## src/rtl/cpu_pkg.sv

```systemverilog
// Shared CPU definitions: register-file geometry defaults, architectural
// register indices and the write-destination select codes used upstream of
// the write-back register file.
package cpu_pkg;

    localparam int DATA_W_DEF = 32;
    localparam int ADDR_W_DEF = 5;

    localparam logic [4:0] REG_ZERO = 5'd0;
    localparam logic [4:0] REG_RA   = 5'd31;

    // Destination-register select, resolved in decode before the index
    // travels down the pipe to write-back.
    typedef enum logic [1:0] {
        DST_RT = 2'b00,
        DST_RA = 2'b01,
        DST_RD = 2'b10
    } dst_sel_e;

    // Resolve a destination select into a register index. An unused select
    // code points at $0 so a stray encoding can never corrupt state.
    function automatic logic [4:0] dst_addr(input dst_sel_e   sel,
                                            input logic [4:0] rt,
                                            input logic [4:0] rd);
        logic [4:0] a;
        case (sel)
            DST_RT:  a = rt;
            DST_RA:  a = REG_RA;
            DST_RD:  a = rd;
            default: a = REG_ZERO;
        endcase
        return a;
    endfunction

endpackage

```

## src/rtl/rf_read_port.sv

```systemverilog
// One combinational register-file read port: hardwired-zero check, then
// same-cycle write-back bypass, then the stored value.
module rf_read_port
    import cpu_pkg::*;
#(
    parameter int                 DATA_W   = DATA_W_DEF,
    parameter int                 ADDR_W   = ADDR_W_DEF,
    parameter logic [ADDR_W-1:0]  ZERO_IDX = ADDR_W'(REG_ZERO),
    localparam int                DEPTH    = 2 ** ADDR_W
) (
    input  logic                          rst_n,
    input  logic                          we,
    input  logic [ADDR_W-1:0]             waddr,
    input  logic [DATA_W-1:0]             wdata,
    input  logic [DEPTH-1:0][DATA_W-1:0]  mem,
    input  logic [ADDR_W-1:0]             raddr,
    output logic [DATA_W-1:0]             rdata
);

    // Priority mux: $0, reset, bypass from the write port, then storage.
    always_comb begin
        // NOTE: rdata gets a default before any branch so every path assigns
        // it and no latch is inferred.
        rdata = mem[raddr];
        if (raddr == ZERO_IDX) begin
            rdata = '0;
        end else if (!rst_n) begin
            // Storage is already clear in reset; the bypass must not leak
            // wdata around it.
            rdata = '0;
        end else if (we && (waddr == raddr)) begin
            rdata = wdata;
        end
    end

endmodule

```

## src/rtl/wb_reg_file.sv

```systemverilog
// Write-back register file: 2**ADDR_W x DATA_W registers, two combinational
// read ports with write-to-read bypass, one synchronous write port, and a
// committed-write counter. Index ZERO_IDX reads zero and ignores writes.
// Optional build macro REGFILE_DBG_PORT_EN adds a third raw read port
// (dbg_addr/dbg_data) without bypass, used for register dumps.
module wb_reg_file
    import cpu_pkg::*;
#(
    parameter int                 DATA_W   = DATA_W_DEF,
    parameter int                 ADDR_W   = ADDR_W_DEF,
    parameter logic [ADDR_W-1:0]  ZERO_IDX = ADDR_W'(REG_ZERO),
    localparam int                DEPTH    = 2 ** ADDR_W
) (
    input  logic               clk,
    input  logic               rst_n,
    input  logic               we,
    input  logic [ADDR_W-1:0]  waddr,
    input  logic [DATA_W-1:0]  wdata,
    input  logic [ADDR_W-1:0]  raddr1,
    output logic [DATA_W-1:0]  rdata1,
    input  logic [ADDR_W-1:0]  raddr2,
    output logic [DATA_W-1:0]  rdata2,
    output logic [15:0]        wr_cnt
`ifdef REGFILE_DBG_PORT_EN
    ,
    input  logic [ADDR_W-1:0]  dbg_addr,
    output logic [DATA_W-1:0]  dbg_data
`endif
);

    logic [DEPTH-1:0][DATA_W-1:0] mem;
    logic                         wr_commit;

    // A write commits only to a real register; $0 writes are dropped and
    // do not count.
    assign wr_commit = we && (waddr != ZERO_IDX);

    // Register storage and write counter; reset clears both immediately.
    always_ff @(posedge clk or negedge rst_n) begin
        if (!rst_n) begin
            // NOTE: the whole array is reset on purpose so reads of never
            // written registers return 0, not X; this keeps it in flops
            // rather than a RAM macro.
            mem    <= '0;
            wr_cnt <= '0;
        end else if (wr_commit) begin
            // NOTE: state updates use <= so every register samples its
            // inputs from before the edge.
            mem[waddr] <= wdata;
            wr_cnt     <= wr_cnt + 16'd1;
        end
    end

    rf_read_port #(
        .DATA_W   (DATA_W),
        .ADDR_W   (ADDR_W),
        .ZERO_IDX (ZERO_IDX)
    ) u_rd1 (
        .rst_n (rst_n),
        .we    (we),
        .waddr (waddr),
        .wdata (wdata),
        .mem   (mem),
        .raddr (raddr1),
        .rdata (rdata1)
    );

    rf_read_port #(
        .DATA_W   (DATA_W),
        .ADDR_W   (ADDR_W),
        .ZERO_IDX (ZERO_IDX)
    ) u_rd2 (
        .rst_n (rst_n),
        .we    (we),
        .waddr (waddr),
        .wdata (wdata),
        .mem   (mem),
        .raddr (raddr2),
        .rdata (rdata2)
    );

`ifdef REGFILE_DBG_PORT_EN
    // Raw storage view for register dumps: no bypass, $0 reads 0.
    assign dbg_data = (dbg_addr == ZERO_IDX) ? '0 : mem[dbg_addr];
`else
    // Debug read port not built.
`endif

endmodule

```

## config.mk

```make
export PLATFORM = sky130hd
export DESIGN_NAME = wb_reg_file
export DESIGN_NICKNAME = d
export VERILOG_FILES = /design/src/rtl/cpu_pkg.sv /design/src/rtl/rf_read_port.sv /design/src/rtl/wb_reg_file.sv
export SDC_FILE = /design/constraint.sdc
export NUM_CORES = 2
export LEC_CHECK = 0
export ABC_CLOCK_PERIOD_IN_PS = 4850
export CAP_MARGIN = 15
export CELL_PAD_IN_SITES_DETAIL_PLACEMENT = 1
export CELL_PAD_IN_SITES_GLOBAL_PLACEMENT = 1
export CORE_MARGIN = 2
export CORE_UTILIZATION = 41
export CTS_CLUSTER_SIZE = 25
export DETAILED_ROUTE_END_ITERATION = 16
export PLACE_DENSITY_LB_ADDON = 0.1
export SLEW_MARGIN = 30
export SYNTH_ARGS = -nofsm -noshare
export SYNTH_HDL_FRONTEND = slang
export SYNTH_SLANG_ARGS = --single-unit
```

## constraint.sdc

```tcl
create_clock -name clk -period 4.85 [get_ports clk]
set_clock_uncertainty 0.05 [all_clocks]
set_input_delay 1.2125 -clock clk [delete_from_list [all_inputs] [get_ports clk]]
set_output_delay 1.2125 -clock clk [all_outputs]
set_load 0.05 [all_outputs]
```

=== After elaboration in Yosys (flattened, before gate mapping) ===
Cells that the tools add are included.

* Bits in registers: 1040
* Bits of input ports: 50
* Output and inout bits: 80
* Logic and storage cells: 60

* $add $sub $neg: 1
* $lt $le $gt $ge: 4
* Eq/ne operators: 2
* Multiplexer cells: 13
* Reduce and logical (&&, ||, !) cells: 7

{| class="wikitable"
|+ Operator list
! cell !! count
|-
| 1024-bit bitwise mux || 1
|-
| 32-bit binary-select mux with 5-bit select || 2
|-
| 32-bit two-way mux || 9
|-
| 32-bit demux with 5-bit select || 1
|-
| 5-bit by 6-bit less-than comparator with 1-bit output (second input constant) || 3
|-
| 16-bit by 1-bit adder with 16-bit output (second input constant) || 1
|-
| 5-bit equality test || 2
|-
| 5-bit logical NOT || 2
|-
| 5-bit by 1-bit >= comparator with 1-bit output (second input constant) || 1
|-
| 5-bit nonzero test || 1
|-
| 1-bit logical AND || 4
|}

=== Longest topological paths before layout ===
* Word-level depth: 5
* Depth in mapped cells: 11
* Depth with buffers taken out: 6

=== Hierarchy ===
Synthesis repeated with hierarchy kept, for this count alone.

* Cells, all modules: 4559
* Area, all modules: 56942.1 sq um

{| class="wikitable"
|+ Modules (own cells, without submodules)
! module !! instances !! cells each !! area an instance (sq um) !! seq. area each (sq um)
|-
| wb_reg_file || 1 || 2355 || 38834.7 || 26025.0
|-
| rf_read_port || 2 || 1102 || 9053.7 || 0.0
|}

=== Least setup slack after synthesis ===
Ideal clock, no wire load.

* Kind: input to output
* Start: input raddr1[0]
* End: output rdata1[17]
* Arrival: 3.628 ns
* Required time: 3.588 ns
* Setup slack: -0.040 ns
* Stages: 10
* Path buffers: 4
* Path through: buf_6 -> buf_12 -> buf_12 -> buf_6 -> mux2i_1 -> a221oi_1 -> a21o_1 -> o311a_1 -> a21oi_1 -> o21ai_0

* Word-level cells in the longest chain between the ends: 5
* Elaborated cells between the ends (all ways): 8
* Those cells by class: eq/ne (1); mux (5); reduce/logical (2)

{| class="wikitable"
|+ RTL lines
! item !! line !! source
|-
| start: declaration || wb_reg_file.sv:19 || <nowiki>input logic [ADDR_W-1:0] raddr1,</nowiki>
|-
| 32-bit binary-select mux with 5-bit select or 5-bit equality test (tied branches) || rf_read_port.sv:24, rf_read_port.sv:31 ||
|-
| 32-bit two-way mux (implied by the code) or 1-bit logical AND (tied branches) || rf_read_port.sv:24, rf_read_port.sv:31 ||
|-
| 32-bit two-way mux || rf_read_port.sv:31 || <nowiki>end else if (we && (waddr == raddr)) begin</nowiki>
|-
| 32-bit two-way mux || rf_read_port.sv:27 || <nowiki>end else if (!rst_n) begin</nowiki>
|-
| 32-bit two-way mux * || rf_read_port.sv:25 || <nowiki>if (raddr == ZERO_IDX) begin</nowiki>
|-
| end: declaration || wb_reg_file.sv:20 || <nowiki>output logic [DATA_W-1:0] rdata1,</nowiki>
|}

Every way passes the cells marked *; elsewhere a longest branch is shown, timed or not. The select of a mux whose other input is x is not followed.

=== Worst setup path in the final report ===
* Start: input raddr1[4]
* End: output rdata1[3]

The elaborated chain is that of the path after synthesis.

==> summary.txt <==
Yosys
  • Post-synth EDFFs: 0
  • Simple-Gate Fraction of Synth Area: under 10%
  • Synth Cell Area: between 0.05 and 0.06 mm^2
  • Sequential fraction of the synthesis area: 46.4%
  • Synthesis-stage register bit count: around 1000
  • Post-synthesis xor/xnor area fraction: less than 1%
  • Yosys cell types: 50
  • Post-synthesis mux area share: a little over two fifths
  • FFs w/ async S/R, synth: 100%
  • Largest family of logic cells by synthesized area: multiplexers
  • Cells after Synth: between 3000 and 4000
  • Post-Syn Area per Cell: about 14 um^2
  • Post-synthesis adder-cell area fraction: less than 1%
  • Syn Nets: just under 4000
  • Ys flop type: dfrtp_1
  • Post-synthesis compound-gate area fraction: under 10%
  • Yosys warning count: 0

Hold path
  • Hold path endpoint: mem[26]
  • HP Start: mem[26]
  • Worst Hold Path Cells: 0
  • Hold Path Class: flip-flop to flip-flop

Global route
  • Global route overflow: 0
  • Vias in the first global route: 41479
  • Largest net degree at the start of global routing: between 150 and 200
  • First-pass GRT wire length: between 300000 and 400000 um
  • GRT Total Usage: around 30%
  • Initial antenna violation count: 12

Timing
  • Final setup fails: 0
  • Hold_ws: between 300 and 400 ps
  • Crit path time final: between 4000 and 5000 ps
  • Final hold violation count: 0
  • Fmax: roughly 210 MHz
  • Max-slew violations: 0
  • Worst-Margin Slew: approximately 1100 ps
  • RSZ-0062 raised after global routing: true
  • Period utilization: between 90% and 100%
  • Setup WS post-layout: 41.9 ps
  • Setup TNS Final: 0 ps
  • Worst slew margin: between 20% and 30%

Place
  • Placed inst area: ~0.062 mm^2
  • Post-Place Setup Slack: -473 ps
  • RD Place Congestion: 0.816
  • Final HPWL DP: 122000 um
  • Placed cell count: between 5000 and 6000
  • Port buffer count: roughly 130

Clock tree
  • Clock slew at reported path FFs: 50 ps
  • TritonCTS Buffers: between 100 and 150
  • Skew-Pair Late Insertion Delay: between 700 and 800 ps
  • Clock Tree Root: clkbuf_16
  • TritonCTS clock tree: done
  • Clock tree buffer depth: 3
  • Max H-tree Level: 3
  • Clock sink count: about 1000

Worst setup path
  • End of the worst register-to-register path: wr_cnt[8]
  • Flop-to-flop setup slack: 3290 ps
  • Crit path max fanout: 7
  • CP arrival: 3550 ps
  • Nature of the critical path startpoint: input pin
  • Critical path class: input pin to output port
  • WP data required: between 3000 and 4000 ps
  • Reg-to-reg critical path startpoint: wr_cnt[0]
  • CP Capture Type: output port
  • R2r worst-path depth: 5

Cells and area
  • Area Growth Syn to Fin: 18.5%
  • Fin util: 49.0%
  • Share of layout cells above drive strength 1: around half
  • Post-route insts no fill: 5897
  • Fin nets: a little over 4000
  • Post-route cell area: approximately 0.066 mm^2

Floorplan
  • Die width: around 370 um
  • Die ar.: 0.140 mm^2
  • Die height: ~370 um
  • I/O Pins: 130
  • # rows: 135
  • Initial core utilization: about two fifths
  • Core Footprint: approximately 0.14 mm^2

Drt
  • DR WL/cell: approximately 36 um
  • Vias per inst: approximately 6.4
  • DR pass1 iterations: 5
  • Residual DRC count: 0
  • Vias: between 30000 and 40000
  • Initial DRC Count: between 3000 and 4000
  • Routed Antenna Nets: 0
  • Routed Wire Length: ~210000 um

Job
  • Max Cap Viol: 0

Power
  • Worst VDD drop: around 0.00028 V
  • Power after layout: 27.0 mW
  • Leak Pwr: ~29 nW
  • Power Density: approximately 400 mW/mm^2

Status
  • Run status: completed
==> repair_timing <==
action / CTS / global route
cloned: 5 / 0
setup endpoints to repair: 32 / 36
endpoints found under the hold margin: 0 / 0
hold buffers: 0 / 0
setup buffers: 8 / 8
resized for setup: 28 / 13
pin swaps: 11 / 8
==> area by class of cell <==
type | instances | area (um^2)
multi-input cells | 2397 | 28300
clock buffers | 182 | 3620
clock inverters | 32 | 385
repair buffers | 459 | 5920
diodes | 3 | 7.51
flip-flops and latches | 1040 | 26000
fillers | 12964 | 69200
inverters | 3 | 12.5
well taps | 1781 | 2230
==> worst max path at each step <==
stage | start | slack, ps | cells past startpoint | endpoint
floorplan | waddr[1] | 4 | 8 | rdata2[21]
global placement | waddr[0] | -490 | 11 | rdata2[22]
detailed placement | waddr[0] | -470 | 11 | rdata2[22]
CTS | raddr2[0] | 0.04 | 10 | rdata2[12]
global route | waddr[0] | -40 | 13 | rdata2[17]
finish | raddr1[4] | 40 | 8 | rdata1[3]
==> Yosys cell counts, types with 8 or more instances <==
cell         n  area, um^2
mux2i_1    281        2810
a221o_1     24         240
mux4_2     421        9480
buf_2       83         415
or2_2       11        68.8
nand2b_1     8        50.1
mux2_2     993       11200
clkbuf_1   229         860
buf_4       32         240
nand3_1     26         130
nand2_1     57         214
o21ai_0     50         250
buf_1       62         233
o22ai_1     32         200
nor2_1      71         267
nor2b_1     34         213
o21ai_1     10        50.1
o31ai_1      9        67.6
a211oi_1    32         240
a22oi_1     45         338
xnor2_1     18         158
a221oi_1    97         850
nor3_1      41         205
a21oi_1     76         380
buf_6       32         360
dfrtp_1   1040       26000
==> logic make-up (layout without fill, tap and decap cells) <==
logic type,Yosys count,count (layout)
AOI/OAI and AO/OA,408,408
and+or+nand+nor,268,268
buffers and inverters,444,676
DFF,1040,1040
xor gates and xnor gates,25,25
adders and majority gates,1,1
muxes,1695,1695
other,0,3
==> where the power goes <==
group / internal (mW) / leakage (nW) / switching [mW]
clock network: 5.51 / 1.99 / 3.77
logic: 3.47 / 13.4 / 2.66
registers: 10.3 / 13.3 / 1.29
==> worst max-delay path, cell delays in order <==
cell and delay (ps):
buf_4 190, buf_4 250, nand2_1 430, a221oi_1 500, o21ai_0 180, o311a_1 140
o21ai_1 420, buf_12 200
==> state kept, by name (all words and copies together) (netlist names) <==
register  cells
mem        1024
wr_cnt       16
==> placed cells by master, fill, tap and decap left out, drive strengths merged, types with 45 or more instances in the layout <==
master	n
mux2i	281
a221oi	97
nand2	57
mux4	421
a22oi	45
clkdlybuf4s50	52
clkbuf	183
a21oi	76
o21ai	60
nor2	71
buf	402
dfrtp	1040
mux2	993
==> routing by layer <==
| metal | track usage, % | vias up | wire [um] |
|---|---|---|---|
| li1 | - | 15262 | - |
| met1 | 42.4 | 20857 | 91000 |
| met2 | 46.0 | 1469 | 96000 |
| met3 | 5.49 | 397 | 14700 |
| met4 | 11.0 | 10 | 7840 |
| met5 | 0 | - | 69 |
Power figures use the tool's default switching activity.
